`src/rtl/ro_freq_meter_pkg.sv`:
```
// Shared constants for the ring-oscillator frequency meter: register map,
// CTRL/STATUS bit positions, settle length and the measurement state encoding.
package ro_meter_pkg;

    // Word offsets decoded from wbs_adr_i[3:2]
    localparam logic [1:0] REG_CTRL   = 2'd0;
    localparam logic [1:0] REG_GATE   = 2'd1;
    localparam logic [1:0] REG_COUNT  = 2'd2;
    localparam logic [1:0] REG_STATUS = 2'd3;

    // CTRL bit positions
    localparam int CTRL_START  = 0;
    localparam int CTRL_SEL_LO = 4;
    localparam int CTRL_SEL_HI = 7;
    localparam int CTRL_CONT   = 8;
    localparam int CTRL_ABORT  = 9;

    // STATUS bit positions
    localparam int STAT_BUSY = 0;
    localparam int STAT_DONE = 1;
    localparam int STAT_OVF  = 2;

    // Cycles spent flushing the mux and synchroniser before a window opens
    localparam int SETTLE_CYCLES = 4;

    localparam logic [31:0] GATE_RESET = 32'd1000;

    typedef enum logic [1:0] {
        ST_IDLE   = 2'd0,
        ST_SETTLE = 2'd1,
        ST_GATE   = 2'd2,
        ST_DONE   = 2'd3
    } state_t;

endpackage

```
`src/rtl/ro_freq_meter_if.sv`:
```
// Wishbone slave bus bundle for the frequency meter.
interface ro_freq_meter_if;
    logic        wbs_stb_i;
    logic        wbs_cyc_i;
    logic        wbs_we_i;
    logic [3:0]  wbs_sel_i;
    logic [31:0] wbs_dat_i;
    logic [31:0] wbs_adr_i;
    logic        wbs_ack_o;
    logic [31:0] wbs_dat_o;

    modport master (
        output wbs_stb_i, wbs_cyc_i, wbs_we_i, wbs_sel_i, wbs_dat_i, wbs_adr_i,
        input  wbs_ack_o, wbs_dat_o
    );

    modport slave (
        input  wbs_stb_i, wbs_cyc_i, wbs_we_i, wbs_sel_i, wbs_dat_i, wbs_adr_i,
        output wbs_ack_o, wbs_dat_o
    );
endinterface

```
`src/rtl/ro_freq_meter_edge_sync.sv`:
```
// Brings the asynchronous ring-oscillator signal into the bus clock domain and
// emits a one-cycle pulse on each synchronised rising edge.
module ro_edge_sync (
    input  logic clk_i,
    input  logic rst_i,
    input  logic async_i,
    output logic rise_o
);
    logic s1_q, s2_q, s3_q;

    // Two synchroniser flops followed by one history flop for edge detection
    always_ff @(posedge clk_i) begin
        if (rst_i) begin
            s1_q <= 1'b0;
            s2_q <= 1'b0;
            s3_q <= 1'b0;
        end else begin
            s1_q <= async_i;
            s2_q <= s1_q;
            s3_q <= s2_q;
        end
    end

    assign rise_o = s2_q & ~s3_q;
endmodule

```
`src/rtl/ro_freq_meter.sv`:
```
// Wishbone-mapped ring-oscillator frequency meter: register file, measurement
// FSM and saturating edge counter. The gate window register is kept at full
// bus width so narrow count registers can still be run over long windows.
module ro_freq_meter
    import ro_meter_pkg::*;
#(
    parameter int          CNT_W     = 32,
    parameter logic [31:0] ADDR_BASE = 32'h3000_0000
) (
    input  logic             wb_clk_i,
    input  logic             wb_rst_i,
    ro_freq_meter_if.slave   wbs,
    input  logic             ro_in,
    output logic [3:0]       ro_sel_o,
    output logic             busy_o,
    output logic             done_o
);
    logic             hit, rise;
    logic             ack_q, ack_d;
    logic [31:0]      rdat_q, rdat_d;
    logic             we_q;
    logic [1:0]       adr_q;
    logic [31:0]      wdat_q;
    logic [3:0]       wsel_q;
    logic             wr_fire, wr_ctrl, wr_gate, wr_stat, start_req, abort_req;
    logic             unused_adr;

    state_t           state_q, state_d;
    logic [31:0]      timer_q, timer_d, gate_q, gate_d;
    logic [CNT_W-1:0] live_q, live_d, count_q, count_d;
    logic             done_q, done_d, ovf_q, ovf_d, cont_q, cont_d;
    logic [3:0]       sel_q, sel_d;

    ro_edge_sync u_sync (
        .clk_i   (wb_clk_i),
        .rst_i   (wb_rst_i),
        .async_i (ro_in),
        .rise_o  (rise)
    );

    assign unused_adr = ^wbs.wbs_adr_i[1:0];
    assign hit = wbs.wbs_stb_i & wbs.wbs_cyc_i &
                 (wbs.wbs_adr_i[31:4] == ADDR_BASE[31:4]);

    // Single-cycle ack and registered read data, computed from current state
    always_comb begin
        ack_d  = hit & ~ack_q;
        rdat_d = '0;
        if (ack_d && !wbs.wbs_we_i) begin
            case (wbs.wbs_adr_i[3:2])
                REG_CTRL: begin
                    rdat_d[CTRL_SEL_HI:CTRL_SEL_LO] = sel_q;
                    rdat_d[CTRL_CONT]               = cont_q;
                end
                REG_GATE:  rdat_d = gate_q;
                REG_COUNT: rdat_d = 32'(count_q);
                default: begin
                    rdat_d[STAT_BUSY] = (state_q != ST_IDLE);
                    rdat_d[STAT_DONE] = done_q;
                    rdat_d[STAT_OVF]  = ovf_q;
                end
            endcase
        end
    end

    // Bus handshake; the write is captured with the request and applied during ack
    always_ff @(posedge wb_clk_i) begin
        if (wb_rst_i) begin
            ack_q  <= 1'b0;
            rdat_q <= '0;
            we_q   <= 1'b0;
            adr_q  <= '0;
            wdat_q <= '0;
            wsel_q <= '0;
        end else begin
            ack_q  <= ack_d;
            rdat_q <= rdat_d;
            if (ack_d) begin
                we_q   <= wbs.wbs_we_i;
                adr_q  <= wbs.wbs_adr_i[3:2];
                wdat_q <= wbs.wbs_dat_i;
                wsel_q <= wbs.wbs_sel_i;
            end
        end
    end

    assign wr_fire   = ack_q & we_q;
    assign wr_ctrl   = wr_fire & (adr_q == REG_CTRL);
    assign wr_gate   = wr_fire & (adr_q == REG_GATE);
    assign wr_stat   = wr_fire & (adr_q == REG_STATUS);
    assign start_req = wr_ctrl & wsel_q[0] & wdat_q[CTRL_START];
    assign abort_req = wr_ctrl & wsel_q[1] & wdat_q[CTRL_ABORT];

    // Register writes then FSM; FSM updates come last so a set beats a W1C
    always_comb begin
        state_d = state_q;
        timer_d = timer_q;
        live_d  = live_q;
        count_d = count_q;
        done_d  = done_q;
        ovf_d   = ovf_q;
        sel_d   = sel_q;
        cont_d  = cont_q;
        gate_d  = gate_q;

        if (wr_ctrl) begin
            if (wsel_q[0] && state_q == ST_IDLE) sel_d = wdat_q[CTRL_SEL_HI:CTRL_SEL_LO];
            if (wsel_q[1]) cont_d = wdat_q[CTRL_CONT];
        end
        if (wr_gate && state_q == ST_IDLE) begin
            for (int b = 0; b < 4; b++) begin
                if (wsel_q[b]) gate_d[8*b +: 8] = wdat_q[8*b +: 8];
            end
        end
        if (wr_stat && wsel_q[0]) begin
            if (wdat_q[STAT_DONE]) done_d = 1'b0;
            if (wdat_q[STAT_OVF])  ovf_d  = 1'b0;
        end

        if (abort_req) begin
            state_d = ST_IDLE;
        end else begin
            case (state_q)
                ST_IDLE: begin
                    if (start_req) begin
                        state_d = ST_SETTLE;
                        timer_d = '0;
                        live_d  = '0;
                        done_d  = 1'b0;
                        ovf_d   = 1'b0;
                    end
                end
                ST_SETTLE: begin
                    if (timer_q == 32'(SETTLE_CYCLES - 1)) begin
                        timer_d = '0;
                        state_d = (gate_q == '0) ? ST_DONE : ST_GATE;
                    end else begin
                        timer_d = timer_q + 32'd1;
                    end
                end
                ST_GATE: begin
                    if (rise) begin
                        if (&live_q) ovf_d  = 1'b1;
                        else         live_d = live_q + CNT_W'(1);
                    end
                    if (timer_q == gate_q - 32'd1) begin
                        timer_d = '0;
                        state_d = ST_DONE;
                    end else begin
                        timer_d = timer_q + 32'd1;
                    end
                end
                default: begin
                    count_d = live_q;
                    done_d  = 1'b1;
                    if (cont_q) begin
                        live_d  = '0;
                        timer_d = '0;
                        state_d = (gate_q == '0) ? ST_DONE : ST_GATE;
                    end else begin
                        state_d = ST_IDLE;
                    end
                end
            endcase
        end
    end

    // Measurement state and register file
    always_ff @(posedge wb_clk_i) begin
        if (wb_rst_i) begin
            state_q <= ST_IDLE;
            timer_q <= '0;
            live_q  <= '0;
            count_q <= '0;
            done_q  <= 1'b0;
            ovf_q   <= 1'b0;
            sel_q   <= '0;
            cont_q  <= 1'b0;
            gate_q  <= GATE_RESET;
        end else begin
            state_q <= state_d;
            timer_q <= timer_d;
            live_q  <= live_d;
            count_q <= count_d;
            done_q  <= done_d;
            ovf_q   <= ovf_d;
            sel_q   <= sel_d;
            cont_q  <= cont_d;
            gate_q  <= gate_d;
        end
    end

    assign wbs.wbs_ack_o = ack_q;
    assign wbs.wbs_dat_o = rdat_q;
    assign ro_sel_o      = sel_q;
    assign busy_o        = (state_q != ST_IDLE);
    assign done_o        = done_q;
endmodule

```
`src/flat_wrapper.sv`:
```
// flat-port wrapper written by rule: the top's interface ports become plain ports
module ro_freq_meter_flat import ro_meter_pkg::*;
#(
    parameter int          CNT_W     = 32,
    parameter logic [31:0] ADDR_BASE = 32'h3000_0000
)
  (wb_clk_i, wb_rst_i, ro_in, ro_sel_o, busy_o, done_o, wbs_wbs_stb_i, wbs_wbs_cyc_i, wbs_wbs_we_i, wbs_wbs_sel_i, wbs_wbs_dat_i, wbs_wbs_adr_i, wbs_wbs_ack_o, wbs_wbs_dat_o);
  ro_freq_meter_if wbs_i ();
  input  logic wb_clk_i;
  input  logic wb_rst_i;
  input  logic ro_in;
  output logic [3:0] ro_sel_o;
  output logic busy_o;
  output logic done_o;
  input wire logic [$bits(wbs_i.wbs_stb_i)-1:0] wbs_wbs_stb_i;
  input wire logic [$bits(wbs_i.wbs_cyc_i)-1:0] wbs_wbs_cyc_i;
  input wire logic [$bits(wbs_i.wbs_we_i)-1:0] wbs_wbs_we_i;
  input wire logic [$bits(wbs_i.wbs_sel_i)-1:0] wbs_wbs_sel_i;
  input wire logic [$bits(wbs_i.wbs_dat_i)-1:0] wbs_wbs_dat_i;
  input wire logic [$bits(wbs_i.wbs_adr_i)-1:0] wbs_wbs_adr_i;
  output wire logic [$bits(wbs_i.wbs_ack_o)-1:0] wbs_wbs_ack_o;
  output wire logic [$bits(wbs_i.wbs_dat_o)-1:0] wbs_wbs_dat_o;
  assign wbs_i.wbs_stb_i = wbs_wbs_stb_i;
  assign wbs_i.wbs_cyc_i = wbs_wbs_cyc_i;
  assign wbs_i.wbs_we_i = wbs_wbs_we_i;
  assign wbs_i.wbs_sel_i = wbs_wbs_sel_i;
  assign wbs_i.wbs_dat_i = wbs_wbs_dat_i;
  assign wbs_i.wbs_adr_i = wbs_wbs_adr_i;
  assign wbs_wbs_ack_o = wbs_i.wbs_ack_o;
  assign wbs_wbs_dat_o = wbs_i.wbs_dat_o;
  ro_freq_meter #(.CNT_W(CNT_W), .ADDR_BASE(ADDR_BASE)) u_core (.wb_clk_i(wb_clk_i), .wb_rst_i(wb_rst_i), .wbs(wbs_i), .ro_in(ro_in), .ro_sel_o(ro_sel_o), .busy_o(busy_o), .done_o(done_o));
endmodule
```
`config.mk`:
```
export PLATFORM = sky130hd
export DESIGN_NAME = ro_freq_meter_flat
export DESIGN_NICKNAME = d
export VERILOG_FILES = /design/src/rtl/ro_freq_meter_pkg.sv /design/src/rtl/ro_freq_meter_if.sv /design/src/rtl/ro_freq_meter_edge_sync.sv /design/src/rtl/ro_freq_meter.sv /design/src/flat_wrapper.sv
export SDC_FILE = /design/constraint.sdc
export NUM_CORES = 1
export LEC_CHECK = 0
export CAP_MARGIN = 20
export CELL_PAD_IN_SITES_DETAIL_PLACEMENT = 1
export CELL_PAD_IN_SITES_GLOBAL_PLACEMENT = 1
export CORE_ASPECT_RATIO = 0.8
export CORE_MARGIN = 1
export CORE_UTILIZATION = 30
export CTS_BUF_LIST = sky130_fd_sc_hd__clkbuf_4 sky130_fd_sc_hd__clkbuf_8
export DETAILED_ROUTE_END_ITERATION = 7
export PLACE_DENSITY = 0.58
export SYNTH_ARGS = -nofsm -noshare
export SYNTH_HDL_FRONTEND = slang
export SYNTH_HIERARCHICAL = 1
export SYNTH_SLANG_ARGS = --single-unit
```
`constraint.sdc`:
```
create_clock -name wb_clk_i -period 6.8 [get_ports wb_clk_i]
set_input_delay 1.36 -clock wb_clk_i [delete_from_list [all_inputs] [get_ports wb_clk_i]]
set_output_delay 1.36 -clock wb_clk_i [all_outputs]
set_load 0.05 [all_outputs]
```
==> results of run 1 <==
==> per-layer routing <==
layer	vias to the layer above	wire, um	global-route usage [%]
li1	4357	-	-
met1	4247	16100	26.4
met2	180	13600	29.6
met3	42	1410	3.89
met4	0	519	5.16
met5	-	0	0
==> power by group through the flow <==
| stage | registers [W] | clock network [W] | logic (W) |
|---|---|---|---|
| global route | 0.00126 | 0.00131 | 0.000351 |
| finish | 0.00126 | 0.00120 | 0.000323 |
| global placement | 0.00128 | 0 | 0.000323 |
| CTS | 0.00126 | 0.00124 | 0.000326 |
| floorplan | 0.00128 | 0 | 0.000189 |
| detailed placement | 0.00128 | 0 | 0.000325 |
==> layout make-up <==
cell class | count | area share [%]
clock buffer | 57 | 5.96
sequential | 212 | 35.4
timing repair buffer | 124 | 10.0
multi-input combinational | 873 | 43.4
inverter | 22 | 0.688
clock inverter | 3 | 0.177
tap | 420 | 4.38
==> metrics by stage <==
| step | total power [W] | cell area [um2] |
|---|---|---|
| CTS | 0.00283 | 12000 |
| detailed placement | 0.00161 | 11300 |
| finish | 0.00278 | 12000 |
| floorplan | 0.00147 | 9840 |
| global placement | 0.00161 | 11300 |
| global route | 0.00292 | 12000 |
==> path summary, 6_finish.rpt <==
check	cells after the start	to	slack (ps)
worst max-delay path	11	u_core/timer_q[0]	2560
worst min-delay path	1	u_core/u_sync/s2_q	440
worst max register to register	11	u_core/timer_q[0]	2560
worst min register to register	1	u_core/u_sync/s2_q	440
==> placed cells by master, fill, tap and decap left out, drive strengths merged, types with 12 or more instances in the layout <==
cell type,n
nand4,22
nand3,71
a31oi,23
nand2,156
clkbuf,57
mux2i,49
dfxtp,212
buf,15
nor2,140
and3,16
clkdlybuf4s50,109
a21oi,91
or3,13
inv,23
ha,12
o21ai,17
a22oi,27
nor3,30
xor2,38
xnor2,35
nor4,26
==> sequential cells by signal (all words and copies together), names as in the netlist <==
register	flops
u_core/wbs.wbs_ack_o	1
u_core/wsel_q	4
u_core/live_q	32
u_core/adr_q	2
u_core/ovf_q	1
u_core/state_q	2
u_core/ro_sel_o	4
u_core/u_sync/s1_q	1
u_core/we_q	1
u_core/cont_q	1
u_core/wbs.wbs_dat_o	32
u_core/u_sync/s3_q	1
u_core/done_o	1
u_core/count_q	32
u_core/wdat_q	32
u_core/gate_q	32
u_core/timer_q	32
u_core/u_sync/s2_q	1
==> kinds of logic (layout without fill, tap and decap cells) <==
kind of cell	Yosys count	in the layout	share of synthesized area [%]
buffers and inverters	100	206	4.13
adder cells (fa/ha/maj)	12	12	1.53
flip-flops	212	212	43.1
AND/OR/NAND/NOR	529	529	25.8
AO/OA/AOI/OAI	208	208	13.7
XOR/XNOR	73	73	6.50
multiplexers	51	51	5.22
==> metrics list, run 1 <==
- The longest clock path from root to sink contains 3 buffers.
- The share of total power dissipated in combinational logic is between 10% and 20%.
* Top cells by area in the synthesized netlist: dfxtp_1 43%, nand2_1 6.0%, nor2_1 5.3%
- After clock tree synthesis, the setup repair step added 0 buffers.
- Maximum resistive drop on vdd: approximately 0.13 mV
* Yosys warning total: 6
- After detailed routing, the number of remaining DRC violations is 0.
- The via count of the first global-routing pass was between 8k and 9k.
- At the pin with the least slew margin, the transition time is 1080 ps.
- In the final routed layout, each cell accounts on average for roughly 18 um.
* Post-detailed-route count of antenna-violating nets: 0
- The worst pin sits at a relative slew slack of about 27%.
- The share of total power dissipated in sequential elements is a little under half.
- The clock drives 212 sinks.
* Clock transition at the registers of the reported paths: ~50 ps
* # nets final: between 1k and 1.5k
- Floorplan Core Area: 31900 um2
- The startpoint identified for the worst hold timing path is u_core/u_sync/s1_q.
* Die outline height: 164 um
- Worst Clk Skew: about 24 ps
- By count the netlist is led by 212 x dfxtp_1, 156 x nand2_1, 139 x nor2_1, 91 x a21oi_1, 71 x nand3_1.
* Crit. End Element: flip-flop
* Clock root buffer: clkbuf_8
* Layout cell share with drive strength beyond 1: between 7 and 8%
- The first TritonRoute pass finished after 5 iterations.
- The worst register-to-register path begins at u_core/gate_q[0].
* Insertion delay to the later sink of the worst-skew pair: 560 ps
- The die is 204 um wide.
- In this design, the largest share of critical-path delay is due to simple AND/OR/NAND/NOR gates.
* Antenna diode count: 0
- Crit-path cells: inv_1 > ha_1 > nor4b_2 > nand4_1 > nor4b_1 > mux2_2 > or4_4 > o41ai_2 > nor3_1 > a21oi_1 > nor2_1
- Total leakage power: roughly 4 nW
- In this run the biggest area consumer among cell types represents a little over two fifths of the synthesized area.
- Design internal power: between 0.002 and 0.0025 W
- Using the TritonRoute via totals, the vias-per-cell ratio works out to between 5 and 6.
- Among all flip-flop cells after synthesis, the most frequent one is dfxtp_1.
* Cell row count: between 50 and 60
- First-pass GRT wire length: slightly below 50 mm
- Counting both buffers and inverters, the worst setup path holds a total of 1.
- Net Count, Synth: 1271
* Most common cell in the netlist: dfxtp_1
- Detailed placement ended at an HPWL of between 20 and 25 mm.
- Hold is met by about 440 ps.
- The floorplan step defined a die boundary enclosing roughly 34000 um2.
- Final number of max-transition violations: 0
* Number of instances resized during post-cts repair: 0
* Largest area contributor in the netlist: dfxtp_1
- The number of failing hold endpoints at the final stage came to 0.
- Number of standard cells after synthesis: 1185
- Sequential cells were found to cover between 40% and 50% of the synthesized design area.
- TNS Setup: 0 ps
- Quantity of hold-fixing buffers added after cts: 0
- The initial antenna violation count was 1.
- After synthesis the netlist holds a flip-flop and latch count of between 200 and 250.
- Unrepaired setup endpoints after global routing: false
* Setup-violating endpoint count in the final report: 0
* Crit path largest cell delay: about 870 ps
- For the worst setup path, the data arrival time is between 4000 and 5000 ps.
- Global routing used 19.0% of the available tracks across all layers.
* Number of fillers in the final layout: approximately 3.8k
- The detailed router placed 8826 vias in this run.
- Number of non-filler instances in the completed layout: about 1.7k
- Summing all multi-input logic gate instances after layout gives 5210 um2.
- Setup slack closes at 2560 ps.
* PortBufs: 110
- Total congestion overflow: 0
- Cells fill ~38% of the core in the end.
- Registers take ~4200 um2.
- For this design the ratio of total power to cell area is about 230 nW/um2.
- The mapped netlist covers 9840 um2.
- Synthesis-to-layout area growth: 22.1%
- Yosys mapped a number of flops with a built-in enable equal to 0.
- OpenSTA, run right after detailed placement, puts the worst setup slack at 2600 ps.
- Max-cap violations in this run came to 0.
- Distinct cells, synth: 69
- Cell type of the slowest stage on the worst timing path: o41ai_2
- Once the floorplan was initialized, standard cells occupied a little under a third of the core.
- Of the total power, the share spent switching nets is a little over a quarter.
* Number of H-tree levels: 2
- Io pins: ~110
- TritonCTS clock tree: done
- Fmax: between 0.2 and 0.25 GHz
* Worst setup path class: flip-flop to flip-flop
- Shortest clock period the worst path allows after layout: roughly 4200 ps
- Placer Congestion: 0.819
- The first routing iteration left between 400 and 500 violations.
* Part of the power in the clock network: a little over two fifths
- CP startpoint kind: flip-flop
* Switching power: between 0.0007 and 0.0008 W
* Class of the tightest hold or removal check: flip-flop to flip-flop
- Entering global routing, the biggest net connects 84 pins.
* Portion of the clock cycle consumed by the worst path in the final layout: ~62%
- # placed instances: about 1.7k
- Worst-path maximum fanout: 6
- Synthesized area divided by synthesized cell count: 8.30 um2
- After synthesis, the share of flip-flops with an asynchronous set or reset is 0%.
* Final routed wirelength across all metal layers: between 30 and 40 mm
- For the worst setup path, the data required time is a little over 7000 ps.
- In this run the worst setup path begins at u_core/gate_q[0].
- The flow ran to the end, and the final reports show no timing, DRC or antenna violations.
* Num CTS Buffers: 39
Note: power is estimated with default switching activity, not from simulation.
==> inputs of run 2 (changes only) <==
==> constraint.sdc (replaced) <==
create_clock -name wb_clk_i -period 4.2 [get_ports wb_clk_i]
set_input_delay 0.84 -clock wb_clk_i [delete_from_list [all_inputs] [get_ports wb_clk_i]]
set_output_delay 0.84 -clock wb_clk_i [all_outputs]
set_load 0.05 [all_outputs]
==> run 2 against run 1 <==
  * Setup slack worse by 2200 ps
  * Core utilization grew 0.50 points
  * Via count increased by 1.1%
  * Cell area up 1.3%
  * Wire length is 1.8% higher
  * Hold slack barely moved
  * Non-clock buffer count grew 14
  * Sequential share of layout area fell by 0.47 points
  * Global-route usage rose by 0.72 points
  * Total power up 65%
  * Sequential cell count unchanged
  * Final cell count rose by 0.94%
  * Critical endpoint is now u_core/state_q[1]
  * Largest cell class unchanged
==> metrics list, run 2 (synthesized netlist as in run 1, its figures left out) <==
* Status: completed (unchanged)
- HPWL reported at the end of detailed placement: 23.0 mm (was 22.4 mm)
- The register-to-register setup slack is 350 ps (was 2560 ps).
- The remaining max-slew budget at the tightest pin was 45.0% (was 27.3%).
- Final design area excluding fillers: 12200 um2 (was 12000 um2)
- The maximum clock path buffer count came to 3 (unchanged).
- The number of search-and-repair iterations in the first detailed-routing pass was 5 (unchanged).
- The number of antenna-violating nets in the routed design came to 0 (unchanged).
- Met3 track utilization from global routing: 3.65% (was 3.89%)
- Number of global-route vias before repair: 9177 (was 8804)
- TNS Setup: 0 ps (unchanged)
- The standard cell area after detailed placement came to 11400 um2 (was 11300 um2).
- Clock root buffer: clkbuf_8 (unchanged)
- The worst IR drop on VDD came to 0.142 mV (was 0.126 mV).
- Worst setup path class: flip-flop to flip-flop (unchanged)
* Number of instances resized during post-cts repair: 0 (unchanged)
- Cell row count: 58 (unchanged)
* Total congestion overflow: 0 (unchanged)
* PortBufs: 110 (unchanged)
- The maximum operating frequency is 0.260 GHz (was 0.236 GHz).
- The top fanout value on the critical path came to 6 (unchanged).
- Top library cells by usage in the layout, fill and taps aside: 212 x dfxtp_1, 156 x nand2_1, 138 x nor2_1, 109 x clkdlybuf4s50_1, 91 x a21oi_1 (unchanged)
* Measured slew at the worst slew-check pin: 817 ps (was 1080 ps)
* Crit. End Element: flip-flop (unchanged)
- The core outline area came to 31900 um2 (unchanged).
- The final setup violation count came to 0 (unchanged).
- The number of slew-limit violations in the final report was 0 (unchanged).
- Effective utilization at floorplan: 30.9% (unchanged)
- Largest net degree at the start of global routing: 55 (was 84)
- GR peak layer: met2 (unchanged)
* Die area: 33500 um2 (unchanged)
- Quantity of hold-fixing buffers added after cts: 0 (unchanged)
* TritonCTS clock tree: done (unchanged)
* Sink Count: 212 (unchanged)
- The combined global-route utilization of all metal layers was 19.7% (was 19.0%).
- The final weighted congestion in routability-driven placement is 0.832 (was 0.819).
- The leading cell type in the layout, fill and taps excluded is dfxtp_1 (unchanged).
* Unrepaired setup endpoints after global routing: false (unchanged)
- The clock buffer count from CTS was 38 (was 39).
- Average via count per standard cell: 5.17 (was 5.16)
- Critical path required time: 4630 ps (was 7210 ps)
- The final net count is 1371 (was 1358).
- Worst Clk Skew: 21.5 ps (was 23.8 ps)
- Number of failing hold endpoints at the final stage: 0 (unchanged)
- The maximum level of the CTS H-tree was 2 (unchanged).
- Total power per unit cell area: 376 nW/um2 (was 232 nW/um2)
- The total number of vias was 8926 (was 8826).
* Final routed wirelength across all metal layers: 32.2 mm (was 31.6 mm)
- The leakage power of the design was 4.19 nW (was 4.10 nW).
- The die height came to 164 um (unchanged).
- Mean routed wirelength per cell: 18.6 um (was 18.5 um)
- The overall power after layout came to 0.00458 W (was 0.00278 W).
* Synthesis-to-layout area growth: 23.7% (was 22.1%)
- The final hold slack is 441 ps (about the same).
- Number of fillers in the final layout: 3743 (was 3794)
- Shortest clock period the worst path allows after layout: 3850 ps (was 4240 ps)
- The signal arrival time at the worst endpoint came to 4280 ps (was 4650 ps).
* Max capacitance violation total: 0 (unchanged)
* CP startpoint kind: flip-flop (unchanged)
- The number of setup buffers added after CTS was 0 (unchanged).
* Class of the tightest hold or removal check: flip-flop to flip-flop (unchanged)
- The proportion of layout cells with a drive suffix above 1 came to 8.57% (was 7.51%).
- The clock latency reported for the late side of the worst-skew pair came to 550 ps (was 560 ps).
- Met2 track demand over resource: 31.9% (was 29.6%)
- X dimension of the die: 204 um (unchanged)
- The final cycle utilization of the critical path was 91.6% (was 62.3%).
- Detailed router's first-iteration violation count: 497 (was 468)
* DRC viols: 0 (unchanged)
- Antenna diode count: 0 (unchanged)
* First-pass GRT wire length: 51.7 mm (was 49.6 mm)
- Global-route met1 utilization: 26.9% (was 26.4%)
- The number of placed I/O pins came to 113 (unchanged).
- Number of antenna violations at the first check in global routing: 0 (was 1)
* Clock transition at the registers of the reported paths: 60 ps (was 50 ps)
[run 2: layout make-up]
class	count	area, um2	area share (%)
Multi-Input combinational cell	873	5200	42.8
Sequential cell	212	4240	34.9
Timing Repair Buffer	138	1330	11.0
Clock buffer	60	757	6.22
Tap cell	420	526	4.32
Inverter	22	82.6	0.679
Clock inverter	2	17.5	0.144
[run 2: layer usage]
layer | up-vias | routed length [um]
li1 | 4385 | -
met1 | 4294 | 15800
met2 | 207 | 14200
met3 | 40 | 1570
met4 | 0 | 532
met5 | - | 0
[run 2: final timing paths]
kind | startpoint | end | depth (start not counted)
hold / removal | u_core/u_sync/s1_q | u_core/u_sync/s2_q | 1
setup / recovery | u_core/gate_q[0] | u_core/state_q[1] | 10
setup reg to reg | u_core/gate_q[0] | u_core/state_q[1] | 10
hold reg to reg | u_core/u_sync/s1_q | u_core/u_sync/s2_q | 1
[run 2: critical path: stages (launching register included)]
cell,delay [ps]
dfxtp_1,390
inv_1,100
ha_1,240
or4b_1,550
nor4_1,580
a41oi_1,220
or4_4,610
or4_4,570
o31ai_4,100
nor2_2,60
a2111oi_2,310
[run 2: power breakdown]
part	internal, W	switching, W
clock network	0.00114	0.000867
logic	0.000187	0.000351
registers	0.00202	0.0000150
[run 2: metrics by stage]
| step | std cells | worst slack, ps | utilization (%) |
|---|---|---|---|
| 2_1_floorplan | 1185 | 733 | - |
| 3_3_place_gp | 1665 | 507 | 35.8 |
| 3_5_place_dp | 1665 | 443 | 35.8 |
| 4_1_cts | 1727 | 421 | 38.2 |
| 5_1_grt | 1727 | 286 | 38.2 |
| 6_report | 1727 | 355 | 38.2 |
==> inputs of run 3 (changes only) <==
--- a/config.mk
+++ b/config.mk
@@ -5,6 +5,7 @@
 export SDC_FILE = /design/constraint.sdc
 export NUM_CORES = 1
 export LEC_CHECK = 0
+export ABC_AREA = 1
 export CAP_MARGIN = 20
 export CELL_PAD_IN_SITES_DETAIL_PLACEMENT = 1
 export CELL_PAD_IN_SITES_GLOBAL_PLACEMENT = 1
@@ -13,7 +14,7 @@
 export CORE_UTILIZATION = 30
 export CTS_BUF_LIST = sky130_fd_sc_hd__clkbuf_4 sky130_fd_sc_hd__clkbuf_8
 export DETAILED_ROUTE_END_ITERATION = 7
-export PLACE_DENSITY = 0.58
+export PLACE_DENSITY = 0.6
 export SYNTH_ARGS = -nofsm -noshare
 export SYNTH_HDL_FRONTEND = slang
 export SYNTH_HIERARCHICAL = 1
==> run 3 against run 2 <==
  * Final cell count grew 28%
  * Clock power grew 3%
  * Die area grew 11%
  * Cell area grew 8.9%
  * First-iteration DRC count grew 0.40%
  * Total power shrank 7.6%
  * Combinational power shrank 72%
  * Non-clock buffer count shrank 15
  * Synthesized cell count grew 36%
  * Hold slack lost 35 ps
  * Register-to-register slack gained 940 ps
  * Critical path depth shrank 6
  * Critical endpoint is now busy_o
==> metrics list, run 3 <==
- The share of flip-flops with an asynchronous set or reset is 0% (unchanged).
- The clock buffer count from CTS is 40 (was 38).
* Yosys warning total: 6 (unchanged)
- Hold Path Stages: 2 (was 1)
- Synthesis-to-layout area growth: 20.8% (was 23.7%)
- The post-detailed-placement half-perimeter wirelength is 28.3 mm (was 23.0 mm).
* Cell row count: 62 (was 58)
- Number of non-filler instances in the completed layout: 2208 (was 1727)
- Die area: 37300 um2 (was 33500 um2)
- Total track usage: 20.5% (was 19.7%)
* Quantity of hold-fixing buffers added after cts: 0 (unchanged)
- Hold path endpoint: u_core/u_sync/s2_q (unchanged)
- Most common cell in the netlist: nand2_1 (was dfxtp_1)
- Top library cells by usage in the layout, fill and taps aside: 344 x nand2_1, 260 x nor2_1, 212 x dfxtp_1, 148 x inv_1, 132 x a21oi_1 (was 212 x dfxtp_1, 156 x nand2_1, 138 x nor2_1, 109 x clkdlybuf4s50_1, 91 x a21oi_1)
* Dominant register cell in the synthesized netlist: dfxtp_1 (unchanged)
- Synthesized area divided by synthesized cell count: 6.81 um2 (was 8.30 um2)
* # placed instances: 2140 (was 1665)
- The met2 wirelength from detailed routing is 16.7 mm (was 14.2 mm).
- Placer Congestion: 0.823 (was 0.832)
- The number of placed I/O pins was 113 (unchanged).
- Worst Clk Skew: 22.9 ps (was 21.5 ps)
- The via count of the first global-routing pass is 10.8k (was 9177).
* CP startpoint kind: flip-flop (unchanged)
- The number of distinct library cell variants in the gate-level netlist after synthesis is 47 (was 69).
- Worst reg2reg startpoint: u_core/gate_q[0] (unchanged)
* Fraction of the yosys area taken by sequential cells: 38.7% (was 43.1%)
- Number of H-tree levels: 2 (unchanged)
- HP Start: u_core/u_sync/s1_q (unchanged)
- The reported max-cap violation count was 0 (unchanged).
- Worst setup path class: flip-flop to primary output (was flip-flop to flip-flop)
- The gate count after technology mapping came to 1611 (was 1185).
* Die outline height: 173 um (was 164 um)
- The clock latency reported for the late side of the worst-skew pair was 570 ps (was 550 ps).
- The worst path required time was 3360 ps (was 4630 ps).
* # nets final: 1788 (was 1371)
- The post-CTS resize count was 0 (unchanged).
- DRT met1 WL: 19.4 mm (was 15.8 mm)
- The master cell of the clock root buffer was clkbuf_8 (unchanged).
- Number of enable-type register cells in the synthesized netlist: 0 (unchanged)
- The sum of routed wire length over all layers was 38.3 mm (was 32.2 mm).
- The maximum operating frequency came to 0.303 GHz (was 0.260 GHz).
- TritonCTS clock tree: done (unchanged)
* Number of fillers in the final layout: 4502 (was 3743)
* Largest area contributor in the netlist: dfxtp_1 (unchanged)
- Sink Count: 212 (unchanged)
* Net Count, Synth: 1697 (was 1271)
* X dimension of the die: 216 um (was 204 um)
- Layout cell share with drive strength beyond 1: 8.68% (was 8.57%)
- Clock Tree Buf Depth: 3 (unchanged)
* Setup-violating endpoint count in the final report: 0 (unchanged)
* Number of failing hold endpoints at the final stage: 0 (unchanged)
- Met3 layer wire length in the routed design: 1.65 mm (was 1.57 mm)
* Effective utilization at floorplan: 30.5% (was 30.9%)
- First-pass GRT wire length: 60.7 mm (was 51.7 mm)
- Largest net degree at the start of global routing: 104 (was 55)
- The time the final worst path needs with I/O delays and setup was 3300 ps (was 3850 ps).
* Class of the tightest hold or removal check: flip-flop to flip-flop (unchanged)
* Total power per unit cell area: 319 nW/um2 (was 376 nW/um2)
* Post-synth design cell area: 11000 um2 (was 9840 um2)
- Status: completed (unchanged).
- Measured slew at the worst slew-check pin: 972 ps (was 817 ps)
- The final cycle utilization of the critical path was 78.5% (was 91.6%).
* Top cells by area in the synthesized netlist: dfxtp_1 39%, nand2_1 12%, nor2_1 8.9% (was dfxtp_1 43%, nand2_1 6.0%, nor2_1 5.3%)
* Count of TritonRoute iterations in the first routing pass: 5 (unchanged)
* Number of storage elements in the synthesis netlist: 212 (unchanged)
- PortBufs: 110 (unchanged)
- Post-CTS setup repair buffer count: 0 (unchanged)
- The leading cell type in the layout, fill and taps excluded was nand2_1 (was dfxtp_1).
- The number of antenna-violating nets in the routed design was 0 (unchanged).
* Capture point of the worst reg-to-reg path: u_core/timer_q[25] (was u_core/state_q[1])
* Worst-path maximum fanout: 6 (unchanged)
- DRC viols: 0 (unchanged)
* CP Data Arrival Time: 2460 ps (was 4280 ps)
* Worst max-slew margin expressed relative to the limit: 35.2% (was 45.0%)
- The register-to-register setup slack was 1290 ps (was 350 ps).
* Unrepaired setup endpoints after global routing: false (unchanged)
* Total leakage power: 5.17 nW (was 4.19 nW)
* Clock transition at the registers of the reported paths: 60 ps (about the same)
* Top Layer Used: met4 (unchanged)
* Crit. End Element: primary output (was flip-flop)
- The global route total overflow is 0 (unchanged).
- The top cell type's share of synthesized area came to 38.7% (was 43.1%).
- Final number of max-transition violations: 0 (unchanged)
* TNS Setup: 0 ps (unchanged)
- Top cells by instance count after synthesis: 344 x nand2_1, 261 x nor2_1, 212 x dfxtp_1, 149 x inv_1, 132 x a21oi_1 (was 212 x dfxtp_1, 156 x nand2_1, 139 x nor2_1, 91 x a21oi_1, 71 x nand3_1)
- The worst IR drop on VDD was 0.163 mV (was 0.142 mV).
* Mean routed wirelength per cell: 17.4 um (was 18.6 um)
* Number of cells on the worst reg-to-reg path: 17 (was 10)
- Floorplan Core Area: 35900 um2 (was 31900 um2)
* Number of antenna violations at the first check in global routing: 0 (unchanged)
* Average via count per standard cell: 4.87 (was 5.17)
- The violation count after the first detailed-routing iteration is 499 (was 497).
* Antenna diode count: 0 (unchanged)
- The total number of vias came to 10.8k (was 8926).
## run 3: worst max-delay path by stage
stage                               endpoint  slack (ps)  depth (start not counted)              start
floorplan           u_core/wbs.wbs_dat_o[11]        1890                          8  wbs_wbs_adr_i[16]
global placement     u_core/wbs.wbs_dat_o[8]        1220                          8  wbs_wbs_adr_i[16]
detailed placement   u_core/wbs.wbs_dat_o[8]        1240                          8  wbs_wbs_adr_i[16]
CTS                                   busy_o         860                          4  u_core/state_q[0]
global route                          busy_o         810                          4  u_core/state_q[0]
finish                                busy_o         900                          4  u_core/state_q[0]
## run 3: worst max-delay path, stage by stage, from the launching register on
cell and delay, ps:
dfxtp_1 390, inv_1 100, ha_1 310, inv_1 250, clkdlybuf4s50_1 860
## run 3: routing by layer
layer	global-route usage [%]	vias up
met4	4.96	0
li1	-	5418
met3	3.10	43
met2	31.7	215
met5	0	-
met1	29.7	5086
## run 3: per-stage QoR
stage | hold WS (ps) | worst slack (ps) | util, % | power, W | area (um2)
after floorplan | 388 | 1890 | - | 0.00211 | 11000
after global placement | 395 | 1220 | 34.6 | 0.00221 | 12400
after detailed placement | 401 | 1240 | 34.6 | 0.00221 | 12400
after CTS | 411 | 860 | 36.9 | 0.00431 | 13200
after global routing | 429 | 808 | 36.9 | 0.00442 | 13200
final | 406 | 904 | 36.9 | 0.00423 | 13200
## run 3: report_power, final
part	switching [W]	leakage (nW)	internal, W
Combinational	0.0000757	3.03	0.0000734
Clock	0.000915	0.427	0.00115
Sequential	0.000000247	1.71	0.00201
## run 3: layout make-up
type                       instances  area, um2  share of cell area [%]
clock buffer                      61        764                    5.77
tap                              480        601                    4.53
multi-input combinational       1170       5820                    44.0
timing repair buffer             123       1190                    9.01
sequential                       212       4240                    32.0
clock inverter                     7       40.0                   0.302
inverter                         155        582                    4.39
## run 3: cells by family after synthesis
| logic type | after synthesis | share of synthesized area (%) |
|---|---|---|
| AND/OR/NAND/NOR | 819 | 33.4 |
| buffers and inverters | 229 | 8.30 |
| XOR/XNOR | 58 | 4.63 |
| flip-flops | 212 | 38.7 |
| AO/OA/AOI/OAI | 281 | 13.6 |
| adder cells (fa/ha/maj) | 12 | 1.37 |
